--- src/rtl/noc_pkg.sv ---
// Shared NoC definitions: flit ctrl layout, ALU mode encodings, grid size,
// host-injector FSM states and the ctrl packing helper.
package noc_pkg;

    localparam int unsigned CTRL_W        = 16;
    localparam int unsigned CTRL_RESP_BIT = 8;
    localparam int unsigned CTRL_X_LSB    = 6;
    localparam int unsigned CTRL_Y_LSB    = 4;
    localparam int unsigned CTRL_MODE_LSB = 0;

    localparam int unsigned GRID_DIM  = 3;
    localparam logic [1:0]  COORD_MAX = 2'(GRID_DIM - 1);

    typedef enum logic [3:0] {
        MODE_ADD = 4'd0,
        MODE_SUB = 4'd1,
        MODE_MUL = 4'd2,
        MODE_AND = 4'd3,
        MODE_OR  = 4'd4,
        MODE_XOR = 4'd5,
        MODE_SHL = 4'd6,
        MODE_SHR = 4'd7,
        MODE_CMP = 4'd8
    } noc_mode_e;

    typedef enum logic [1:0] {
        ST_IDLE   = 2'd0,
        ST_INJECT = 2'd1,
        ST_WAIT   = 2'd2,
        ST_RESP   = 2'd3
    } noc_state_e;

    function automatic logic [CTRL_W-1:0] pack_ctrl(input logic       resp,
                                                    input logic [1:0] dst_x,
                                                    input logic [1:0] dst_y,
                                                    input logic [3:0] mode);
        logic [CTRL_W-1:0] ctrl;
        ctrl                          = 16'd0;
        ctrl[CTRL_RESP_BIT]           = resp;
        ctrl[CTRL_X_LSB +: 2]         = dst_x;
        ctrl[CTRL_Y_LSB +: 2]         = dst_y;
        ctrl[CTRL_MODE_LSB +: 4]      = mode;
        return ctrl;
    endfunction

endpackage

--- src/rtl/noc_wait_timer.sv ---
// Response wait counter: cleared on entry to WAIT, counts idle WAIT cycles and
// flags the last permitted cycle so the FSM can give up.
module noc_wait_timer
    import noc_pkg::*;
#(
    parameter int unsigned TIMEOUT_CYCLES = 64
) (
    input  logic clk,
    input  logic rst,
    input  logic clear,
    input  logic enable,
    output logic expired
);

    localparam logic [15:0] LAST_COUNT = 16'(TIMEOUT_CYCLES - 1);

    logic [15:0] cnt_r;

    // Wait counter register
    always_ff @(posedge clk) begin
        if (rst) begin
            cnt_r <= 16'd0;
        end else if (clear) begin
            cnt_r <= 16'd0;
        end else if (enable) begin
            cnt_r <= cnt_r + 16'd1;
        end else begin
            cnt_r <= cnt_r;
        end
    end

    // This idle WAIT cycle would bring the count to TIMEOUT_CYCLES
    assign expired = enable && (cnt_r == LAST_COUNT);

endmodule

--- src/rtl/noc_host_injector.sv ---
// Host-port injector: turns one calculator request into one flit for tile (0,0)
// and returns the response or an error. Optional stats: NOC_HOST_STATS_EN.
module noc_host_injector
    import noc_pkg::*;
#(
    parameter int unsigned TIMEOUT_CYCLES = 64
) (
    input  logic        clk,
    input  logic        rst,
    input  logic        req_valid,
    output logic        req_ready,
    input  logic [63:0] req_a,
    input  logic [63:0] req_b,
    input  logic [3:0]  req_mode,
    input  logic [1:0]  req_dst_x,
    input  logic [1:0]  req_dst_y,
    output logic [63:0] host_in_a,
    output logic [63:0] host_in_b,
    output logic [15:0] host_in_ctrl,
    output logic        host_in_valid,
    input  logic [63:0] host_out_a,
    input  logic        host_out_valid,
    output logic        rsp_valid,
    input  logic        rsp_ready,
    output logic [63:0] rsp_data,
    output logic        rsp_err
`ifdef NOC_HOST_STATS_EN
    ,
    output logic [31:0] stat_req_cnt,
    output logic [31:0] stat_to_cnt
`endif
);

    noc_state_e  state_r, next_state_s;
    logic        accept_s, bad_dst_s, capture_s, timeout_s;
    logic        timer_clear_s, timer_en_s, timer_expired_s;

    // Flit registers double as the registered request; they only live for INJECT
    logic [63:0] host_in_a_r, host_in_b_r;
    logic [15:0] host_in_ctrl_r;
    logic        host_in_valid_r;
    logic [63:0] rsp_data_r;
    logic        rsp_valid_r, rsp_err_r;

    assign req_ready = (state_r == ST_IDLE) && !rst;
    assign accept_s  = req_valid && req_ready;
    assign bad_dst_s = (req_dst_x > COORD_MAX) || (req_dst_y > COORD_MAX);

    assign capture_s = ((state_r == ST_INJECT) || (state_r == ST_WAIT)) && host_out_valid;
    assign timeout_s = (state_r == ST_WAIT) && timer_expired_s;

    assign timer_clear_s = (state_r == ST_INJECT);
    assign timer_en_s    = (state_r == ST_WAIT) && !host_out_valid;

    noc_wait_timer #(
        .TIMEOUT_CYCLES(TIMEOUT_CYCLES)
    ) u_wait_timer (
        .clk    (clk),
        .rst    (rst),
        .clear  (timer_clear_s),
        .enable (timer_en_s),
        .expired(timer_expired_s)
    );

    // FSM state register
    always_ff @(posedge clk) begin
        if (rst) begin
            state_r <= ST_IDLE;
        end else begin
            state_r <= next_state_s;
        end
    end

    // Next-state logic; a response always wins over a coincident timeout
    always_comb begin
        next_state_s = state_r;
        case (state_r)
            ST_IDLE: begin
                if (accept_s) begin
                    next_state_s = bad_dst_s ? ST_RESP : ST_INJECT;
                end else begin
                    next_state_s = ST_IDLE;
                end
            end
            ST_INJECT: begin
                if (capture_s) begin
                    next_state_s = ST_RESP;
                end else begin
                    next_state_s = ST_WAIT;
                end
            end
            ST_WAIT: begin
                if (capture_s || timeout_s) begin
                    next_state_s = ST_RESP;
                end else begin
                    next_state_s = ST_WAIT;
                end
            end
            ST_RESP: begin
                if (rsp_ready) begin
                    next_state_s = ST_IDLE;
                end else begin
                    next_state_s = ST_RESP;
                end
            end
            default: next_state_s = ST_IDLE;
        endcase
    end

    // Flit registers: loaded on a good acceptance, zero in every other cycle
    always_ff @(posedge clk) begin
        if (rst) begin
            host_in_valid_r <= 1'b0;
            host_in_a_r     <= 64'd0;
            host_in_b_r     <= 64'd0;
            host_in_ctrl_r  <= 16'd0;
        end else if (accept_s && !bad_dst_s) begin
            host_in_valid_r <= 1'b1;
            host_in_a_r     <= req_a;
            host_in_b_r     <= req_b;
            host_in_ctrl_r  <= pack_ctrl(1'b0, req_dst_x, req_dst_y, req_mode);
        end else begin
            host_in_valid_r <= 1'b0;
            host_in_a_r     <= 64'd0;
            host_in_b_r     <= 64'd0;
            host_in_ctrl_r  <= 16'd0;
        end
    end

    // Response registers: set on entry to RESP, held until the handshake
    always_ff @(posedge clk) begin
        if (rst) begin
            rsp_valid_r <= 1'b0;
            rsp_data_r  <= 64'd0;
            rsp_err_r   <= 1'b0;
        end else if (accept_s && bad_dst_s) begin
            rsp_valid_r <= 1'b1;
            rsp_data_r  <= 64'd0;
            rsp_err_r   <= 1'b1;
        end else if (capture_s) begin
            rsp_valid_r <= 1'b1;
            rsp_data_r  <= host_out_a;
            rsp_err_r   <= 1'b0;
        end else if (timeout_s) begin
            rsp_valid_r <= 1'b1;
            rsp_data_r  <= 64'd0;
            rsp_err_r   <= 1'b1;
        end else if ((state_r == ST_RESP) && rsp_ready) begin
            rsp_valid_r <= 1'b0;
            rsp_data_r  <= 64'd0;
            rsp_err_r   <= 1'b0;
        end else begin
            rsp_valid_r <= rsp_valid_r;
            rsp_data_r  <= rsp_data_r;
            rsp_err_r   <= rsp_err_r;
        end
    end

    assign host_in_valid = host_in_valid_r;
    assign host_in_a     = host_in_a_r;
    assign host_in_b     = host_in_b_r;
    assign host_in_ctrl  = host_in_ctrl_r;
    assign rsp_valid     = rsp_valid_r;
    assign rsp_data      = rsp_data_r;
    assign rsp_err       = rsp_err_r;

`ifdef NOC_HOST_STATS_EN
    logic [31:0] stat_req_cnt_r, stat_to_cnt_r;

    // Statistics counters; error count covers timeouts and bad destinations
    always_ff @(posedge clk) begin
        if (rst) begin
            stat_req_cnt_r <= 32'd0;
            stat_to_cnt_r  <= 32'd0;
        end else begin
            if (accept_s) begin
                stat_req_cnt_r <= stat_req_cnt_r + 32'd1;
            end
            if ((accept_s && bad_dst_s) || timeout_s) begin
                stat_to_cnt_r <= stat_to_cnt_r + 32'd1;
            end
        end
    end

    assign stat_req_cnt = stat_req_cnt_r;
    assign stat_to_cnt  = stat_to_cnt_r;
`endif

endmodule

--- config.mk ---
export PLATFORM = sky130hd
export DESIGN_NAME = noc_host_injector
export DESIGN_NICKNAME = d
export VERILOG_FILES = /design/src/rtl/noc_pkg.sv /design/src/rtl/noc_wait_timer.sv /design/src/rtl/noc_host_injector.sv
export SDC_FILE = /design/constraint.sdc
export NUM_CORES = 1
export LEC_CHECK = 0
export BUFFER_PORTS_ARGS = -buffer_cell sky130_fd_sc_hd__buf_2
export CORE_AREA = 2 2 162 164
export DETAILED_ROUTE_END_ITERATION = 8
export DIE_AREA = 0 0 164 166
export GPL_ROUTABILITY_DRIVEN = 0
export PLACE_DENSITY = 0.58
export SYNTH_ARGS = -nofsm -noshare
export SYNTH_HDL_FRONTEND = slang
export SYNTH_SLANG_ARGS = --single-unit
--- constraint.sdc ---
create_clock -name clk -period 3.15 [get_ports clk]
set_clock_uncertainty 0.1 [all_clocks]
set_input_delay 0.315 -clock clk [delete_from_list [all_inputs] [get_ports clk]]
set_output_delay 0.315 -clock clk [all_outputs]
set_load 0.005 [all_outputs]
==> results of run 1 <==
==> critical path, cell delays in order, from the launching register on <==
cell	delay, ns
dfxtp_1	0.35
inv_1	0.09
ha_1	0.24
and4b_1	0.29
and4_4	0.26
a211oi_4	0.23
buf_12	0.29
a22o_1	0.22
==> where the power goes <==
group          switching (uW)  total [uW]  internal, uW
clock network            1150        2880          1730
logic                     640        1370           731
registers                 121        3200          3080
total                    1910        7450          5540
==> through the flow <==
step | worst slack [ns] | total power [uW] | area (um^2) | utilization, %
finish | 0.947 | 7450 | 12000 | 46.8
global placement | 1.04 | 4410 | 9140 | 35.7
CTS | 0.966 | 7520 | 12000 | 46.7
global route | 0.845 | 7820 | 12000 | 46.7
floorplan | 1.09 | 3880 | 6840 | -
detailed placement | 1.01 | 4420 | 9140 | 35.7
==> cells by family (layout without fill, tap and decap cells) <==
kind of cell,Yosys count,after routing,synth area share (%)
simple gates,199,199,17.6
xor+xnor,12,12,1.54
flops,221,221,64.9
compound gates,80,80,11.0
buf+inv,43,661,3.60
other cells,1,9,0.0550
fa+ha+maj,6,6,1.10
mux,1,1,0.147
==> routing by layer <==
layer	wire length [um]	global-route usage, %
met1	8850	17.0
met2	11100	29.2
met3	2170	4.80
met4	638	5.61
met5	0	0
==> placed cells by master, fill, tap and decap left out, drive strengths merged, types with 2 or more instances in the layout <==
master       instances
a22o                65
buf                412
nand3                6
dfxtp              221
clkinv               5
o21ai                2
xor2                 9
and2               138
inv                  4
or4                  2
and3                 2
nand2               11
nor2                19
dlygate4sd3        201
xnor2                3
nor2b                3
and4                 5
nand4                4
nor4                 2
ha                   6
a21oi                5
conb                 8
clkbuf              37
==> repair_timing <==
item                                   4_1_cts  5_1_grt
hold buffers                               201        0
buffers inserted                             0        0
endpoints found under the hold margin      202        0
==> area by class of cell <==
cell class,instances,area share [%]
sequential,221,36.9
timing repair buffer,613,34.3
multi-input combinational,306,18.2
clock buffer,37,6.27
tap,335,3.50
clock inverter,8,0.627
inverter,3,0.0940
antenna,1,0.0209
==> sequential cells by signal (all words and copies together) (netlist names) <==
| name | count |
|---|---|
| u_wait_timer.cnt_r | 16 |
| host_in_valid | 1 |
| host_in_ctrl | 8 |
| state_r | 2 |
| rsp_err | 1 |
| host_in_a | 64 |
| rsp_valid | 1 |
| host_in_b | 64 |
| rsp_data | 64 |
==> final timing paths <==
check | end | start
max reg2reg | rsp_data[13] | state_r[0]
min reg2reg | rsp_data[47] | rsp_data[47]
max | rsp_data[13] | state_r[0]
min | rsp_valid | req_valid
==> metrics.yaml, run 1 <==
route:
  vias_per_cell: 4.13
  drc: 0
  wl_um: 22800
  wl_per_cell_um: 14.9
  firstDrtPassIters: 4
  postRouteAntennaNets: 0
  vias: 6288
  drt_iter0_drc: 295
die:
  start_util_pct: 26.6
  num_io_pins: 417
  rows: 59
  coreArea_um2: 25600
  floorplan.die_area_um2: 27200
  fp.dieW_um: 164
  die_y_um: 166
grt:
  antenna_found_initial: 1
  grtUsageTotal_pct: 15.9
  grt_pass1_vias: 6610
  grt_max_degree: 85
  grt_remaining_overflow: 0
  grt_pass1_wl_um: 34400
sta:
  fmax_mhz: 454
  rsz0062_at_grt: "false"
  finalHoldViolations: 0
  fin_crit_sh_pct: 69.9
  relSlewSlack_pct: 58.6
  setup_viol: 0
  holdWs_ns: 0.0614
  slew_violations: 0
  period_needed_ns: 2.20
  fin_tns_setup_ns: 0
  worst_pin_slew_ns: 0.622
yosys:
  yosysMostFrequentCell: "dfxtp_1"
  synth_edf_count: 0
  yosysTopAreaCellShare_pct: 64.9
  ys_ff_latch: 221
  netlist_instances: 563
  seq_area_frac_synth_pct: 64.9
  yosys_warnings: 0
  syn_avg_cell_area_um2: 12.1
  synthesis.area_um2: 6820
  yosys_most_used_dff: "dfxtp_1"
  synth_top_cell_by_area: "dfxtp_1"
  synthTopCellsByArea: "dfxtp_1, and2_1, a22o_2"
  synth_common_cells: "dfxtp_1, and2_1, a22o_2"
  ys_async_sr_fraction_pct: 0
  synth_cell_type_count: 43
run:
  cap_violations: 0
pwr:
  power_density_nw_per_um2: 622
  leakage_uw: 0.00591
  irDropWorstVdd_v: 0.000454
outcome:
  status: "completed"
critical_path:
  start_kind: "register"
  reg2reg_slack_ns: 0.95
  endpoint_kind: "register"
  worstRegToRegCells: 7
  worst-setup-path-type: "register to register"
  critPathMaxFanout: 64
  cp.required_ns: 3.50
  cp.arrival_ns: 2.55
final_layout:
  drive_above_1_share_pct: 43.4
  final_cells: 1524
  fillers: 2243
  nets: 1381
  multi_input_area_um2: 2190
  area_growth_pct: 75.7
  seq_area_um2: 4420
clock_network:
  cts_resized: 0
  numCtsBuffers: 25
  cts_tree: "built"
  clk_pin_slew_worst_paths_ns: 0.06
  worstSkewPairLatency_ns: 0.51
  htreeDepth: 1
  clock_path_buffers: 3
  cts_sinks: 221
  cts_root_buf: "clkbuf_16"
min_path:
  worstHoldPathType: "input pin to register"
  min_delay_path_depth: 3
place:
  portBuffers: 408
  dp_hpwl_um: 14300
  place_inst: 1277
Note: power is estimated with default switching activity, not from simulation.
==> run 2: changes to the inputs <==
--- a/config.mk
+++ b/config.mk
@@ -6,11 +6,11 @@
 export NUM_CORES = 1
 export LEC_CHECK = 0
 export BUFFER_PORTS_ARGS = -buffer_cell sky130_fd_sc_hd__buf_2
-export CORE_AREA = 2 2 162 164
+export CORE_AREA = 2 2 163 165
 export DETAILED_ROUTE_END_ITERATION = 8
-export DIE_AREA = 0 0 164 166
+export DIE_AREA = 0 0 165 167
 export GPL_ROUTABILITY_DRIVEN = 0
-export PLACE_DENSITY = 0.58
+export PLACE_DENSITY = 0.6
 export SYNTH_ARGS = -nofsm -noshare
 export SYNTH_HDL_FRONTEND = slang
 export SYNTH_SLANG_ARGS = --single-unit
==> constraint.sdc (replaced) <==
create_clock -name clk -period 1.9 [get_ports clk]
set_clock_uncertainty 0.1 [all_clocks]
set_input_delay 0.19 -clock clk [delete_from_list [all_inputs] [get_ports clk]]
set_output_delay 0.19 -clock clk [all_outputs]
set_load 0.005 [all_outputs]
==> run 2 against run 1 <==
The run now ends with setup timing left. Utilization grew 2.4 points. Critical path depth decreased by 1. Die area is 1.2% higher. Cell count up 2.6%. Count of clock-buffer cells in the layout did not move. Via count is 5.6% higher. Sequential power increased by 68%. Power up 79%. Maximum frequency rose by 12%. Critical endpoint is now rsp_data[4]. Largest cell class is now non-clock buffers.
==> metrics.yaml, run 2 (synthesis results as in run 1) <==
clock_network:
  clk_pin_slew_worst_paths_ns: 0.06
  htreeDepth: 1
  cts_tree: "built"
  worstSkewPairLatency_ns: 0.52
  clock_path_buffers: 3
  cts_root_buf: "clkbuf_16"
  numCtsBuffers: 25
  cts_sinks: 221
final_layout:
  layout_common_cells: "buf_2, dfxtp_1, dlygate4sd3_1"
  postLayoutCoreUtil_pct: 49.1
  nets: 1418
  drive_above_1_share_pct: 46.1
  area_growth_pct: 85.8
  final_design_area_no_fill_um2: 12700
  mostFrequentLayoutCell: "buf_2"
sta:
  fin_crit_sh_pct: 103
  fin_tns_setup_ns: -2.40
  fmax_mhz: 509
  slew_violations: 0
  period_needed_ns: 1.96
  setup_ws_ns: -0.0643
  setup_viol: 63
  rsz0062_at_grt: "true"
  finalHoldViolations: 0
  holdWs_ns: 0.0566
grt:
  grt_pass1_wl_um: 37700
  grt_pass1_vias: 7198
  grtUsageTotal_pct: 17.5
  antenna_found_initial: 2
  grt_remaining_overflow: 0
  grt_max_degree: 49
die:
  rows: 59
  start_util_pct: 26.5
  num_io_pins: 417
  fp.dieW_um: 165
  floorplan.die_area_um2: 27600
  die_y_um: 167
  coreArea_um2: 25800
run:
  cap_violations: 0
route:
  drt_iter0_drc: 325
  postRouteAntennaNets: 0
  firstDrtPassIters: 4
  wl_um: 25600
  vias: 6638
  vias_per_cell: 4.25
  wl_per_cell_um: 16.4
  drc: 0
critical_path:
  cp.arrival_ns: 2.28
  reg2reg_from: "u_wait_timer.cnt_r[9]"
  critPathMaxFanout: 8
  start_kind: "register"
  endpoint_kind: "register"
  worstRegToRegCells: 6
  cp.required_ns: 2.22
  critPathLaunch: "u_wait_timer.cnt_r[9]"
  reg2reg_slack_ns: -0.06
  worst-setup-path-type: "register to register"
  r2r-end: "rsp_data[4]"
  crit_end: "rsp_data[4]"
pwr:
  irDropWorstVdd_v: 0.000728
  p_total_uw: 13400
  leakage_uw: 0.00628
  power_density_nw_per_um2: 1060
place:
  portBuffers: 408
  post_dp_cell_area_um2: 9330
  dp_hpwl_um: 15300
outcome:
  status: "complete, but fails checks"
  violations: "setup timing"
min_path:
  worstHoldPathType: "input pin to register"
==> run 2: cell type report <==
cell class / count / area, um^2
diodes: 2 / 5.00
clock buffers: 37 / 761
clock inverters: 9 / 108
fillers: 2173 / 13100
inverters: 3 / 13.8
multi-input cells: 306 / 2370
flip-flops and latches: 221 / 4430
well taps: 335 / 419
repair buffers: 650 / 4550
==> run 2: per-stage QoR <==
| step | cells | setup slack (ns) |
|---|---|---|
| 2_1_floorplan | 570 | -0.0700 |
| 4_1_cts | 1558 | -0.0594 |
| 3_3_place_gp | 1299 | -0.0870 |
| 5_1_grt | 1561 | -0.125 |
| 3_5_place_dp | 1299 | -0.128 |
| 6_report | 1563 | -0.0643 |
==> run 2: worst min path at each step <==
stage / from / slack, ns / cells after the start / endpoint
after floorplan: req_a[0] / 0.21 / 1 / host_in_a[0]
after global placement: req_b[2] / 0.29 / 2 / host_in_b[2]
after detailed placement: req_a[62] / 0.29 / 2 / host_in_a[62]
after CTS: host_out_valid / 0.02 / 4 / u_wait_timer.cnt_r[0]
after global routing: host_out_valid / 0.07 / 4 / u_wait_timer.cnt_r[0]
final: host_out_valid / 0.06 / 4 / rsp_err
==> run 2: layer usage <==
layer  share of wire (%)  global-route usage [%]  wire (um)
met1                  37                    18.4       9510
met2                  50                    32.1      12800
met3                 9.1                    5.23       2330
met4                 3.9                    7.15        988
met5                   0                       0          0
==> run 2: worst max-delay path, stage by stage, from the launching register on <==
cell       delay (ns)
dfxtp_2          0.32
or4_4            0.53
and3b_2          0.27
a211oi_4         0.07
buf_6            0.16
clkbuf_16        0.18
a22o_4           0.23
==> run 2: power breakdown <==
part	switching, uW	total, uW	internal (uW)
combinational	1310	3000	1690
sequential	241	5360	5120
clock	1950	4990	3050
total	3500	13400	9860
==> run 2: what timing repair did <==
| item | CTS | global route |
|---|---|---|
| pin swaps | 6 | 7 |
| hold buffers | 203 | 0 |
| setup buffers | 4 | 3 |
| setup endpoints to repair | 64 | 66 |
| endpoints found under the hold margin | 203 | 0 |
| gates resized for setup | 20 | 19 |
| cloned | 6 | 1 |
==> run 3: changes to the inputs <==
--- a/config.mk
+++ b/config.mk
@@ -10,7 +10,8 @@
 export DETAILED_ROUTE_END_ITERATION = 8
 export DIE_AREA = 0 0 165 167
 export GPL_ROUTABILITY_DRIVEN = 0
-export PLACE_DENSITY = 0.6
+export GPL_TIMING_DRIVEN = 0
+export PLACE_DENSITY = 0.53
 export SYNTH_ARGS = -nofsm -noshare
 export SYNTH_HDL_FRONTEND = slang
 export SYNTH_SLANG_ARGS = --single-unit
==> run 3 against run 2 <==
The run still ends with setup timing left. Sequential cell count did not move. Worst hold slack got worse by 0.014 ns. Cell area fell by 1.7%. Via count fell by 2.3%. Count of clock-buffer cells in the layout fell by 3.
==> metrics.yaml, run 3 (synthesis results as in run 1) <==
outcome:
  status: "complete, but fails checks"
  violations: "setup timing"
sta:
  holdWs_ns: 0.0426
  fmax_mhz: 506
  period_needed_ns: 1.98
  rsz0062_at_grt: "true"
  setup_viol: 62
  setup_ws_ns: -0.0765
  slew_violations: 0
  fin_crit_sh_pct: 104
  finalHoldViolations: 0
  fin_tns_setup_ns: -3.46
final_layout:
  nets: 1429
  final_cells: 1573
  mostFrequentLayoutCell: "buf_2"
  area_growth_pct: 82.6
  drive_above_1_share_pct: 46.5
  layout_common_cells: "buf_2, dfxtp_1, dlygate4sd3_1"
route:
  postRouteAntennaNets: 0
  vias_per_cell: 4.12
  firstDrtPassIters: 4
  wl_um: 25000
  wl_per_cell_um: 15.9
  drt_iter0_drc: 162
  vias: 6487
  drc: 0
critical_path:
  start_kind: "register"
  cp.required_ns: 2.26
  path_cells: "inv_4 > ha_4 > and4b_1 > buf_6 > and4_4 > a211oi_4 > buf_12 > buf_6 > a22o_2"
  worst-setup-path-type: "register to register"
  endpoint_kind: "register"
  slowest_delay_ns: 0.36
  slowest_stage: "dfxtp_4"
  cp.arrival_ns: 2.34
  critPathMaxFanout: 10
  crit_top_cell: "buf_6"
pwr:
  p_switching_uw: 3350
  leakage_uw: 0.00618
  p_int_uw: 9500
  p_sw_share_pct: 26.1
  irDropWorstVdd_v: 0.000765
  p_total_uw: 12900
  power_density_nw_per_um2: 1030
  clockPowerShare_pct: 38.1
  seq_power_share_pct: 41.5
  p_comb_share_pct: 20.4
grt:
  antenna_found_initial: 3
  grt_max_degree: 13
  grt_remaining_overflow: 0
  grt_pass1_wl_um: 37100
  grtUsageTotal_pct: 17.3
  grt_pass1_vias: 6843
place:
  post-place-ws_ns: -0.912
  place_inst: 1312
  portBuffers: 407
  dp_hpwl_um: 17300
die:
  start_util_pct: 26.5
  rows: 59
  coreArea_um2: 25800
  num_io_pins: 417
  die_y_um: 167
  fp.dieW_um: 165
  floorplan.die_area_um2: 27600
clock_network:
  numCtsBuffers: 26
  clock_path_buffers: 3
  cts_sinks: 221
  worstSkewPairLatency_ns: 0.52
  htreeDepth: 1
  clk_pin_slew_worst_paths_ns: 0.06
  cts_root_buf: "clkbuf_16"
  cts_tree: "built"
min_path:
  worstHoldPathType: "input pin to register"
run:
  cap_violations: 0
-- run 3: cell types whose count changed in the layout (fill, tap and decap cells not counted), sizes merged --
cell / delta
buf: -11
clkbuf: +18
inv: -2
clkinv: +2
clkinvlp: +3
-- run 3: worst paths after layout --
kind | to | start | cells past startpoint | slack (ns)
max | rsp_data[29] | state_r[0] | 9 | -0.08
min | u_wait_timer.cnt_r[0] | host_out_valid | 4 | 0.04
max reg2reg | rsp_data[29] | state_r[0] | 9 | -0.08
min reg2reg | rsp_data[63] | rsp_data[63] | 1 | 0.38
-- run 3: cell type report --
class                      instances  area (um^2)
antenna                            2         5.00
clock inverter                    12          120
sequential                       221         4440
buffer                            39          293
multi-input combinational        306         2260
tap                              335          419
inverter                           3         13.8
timing repair buffer             621         4180
fill                            2335        13300
clock buffer                      34          722
-- run 3: what timing repair did --
item,CTS,global route
hold buffers,203,0
endpoints found under the hold margin,203,0
buffers inserted,8,3
pin swaps,2,4
gates resized for setup,37,19
setup endpoints to repair,195,124
-- run 3: metrics by stage --
| step | cell area [um^2] | util (%) |
|---|---|---|
| floorplan | 6860 | - |
| global placement | 9310 | 36.1 |
| detailed placement | 9310 | 36.1 |
| CTS | 12400 | 47.9 |
| global route | 12400 | 48.3 |
| finish | 12400 | 48.3 |
-- run 3: routing by layer --
metal  share of wire, %  vias up  track usage, %
met4                3.6        0            6.54
met1                 39     2921            19.0
met5                  0        -               0
met3                9.2       49            5.70
li1                   -     3192               -
met2                 48      325            30.5
-- run 3: power by group through the flow --
stage	clock network (uW)	registers, uW	logic (uW)
2_1_floorplan	0	5450	1010
3_3_place_gp	0	5390	2100
3_5_place_dp	0	5410	2100
4_1_cts	5060	5310	2570
5_1_grt	5250	5380	2870
6_report	4900	5340	2630
-- run 3: critical path, delay by kind of cell (launching register included) --
kind	cells	cell delay, ns
buf+inv	4	0.50
compound gates	2	0.43
simple gates	2	0.37
flops	1	0.36
fa+ha+maj	1	0.16
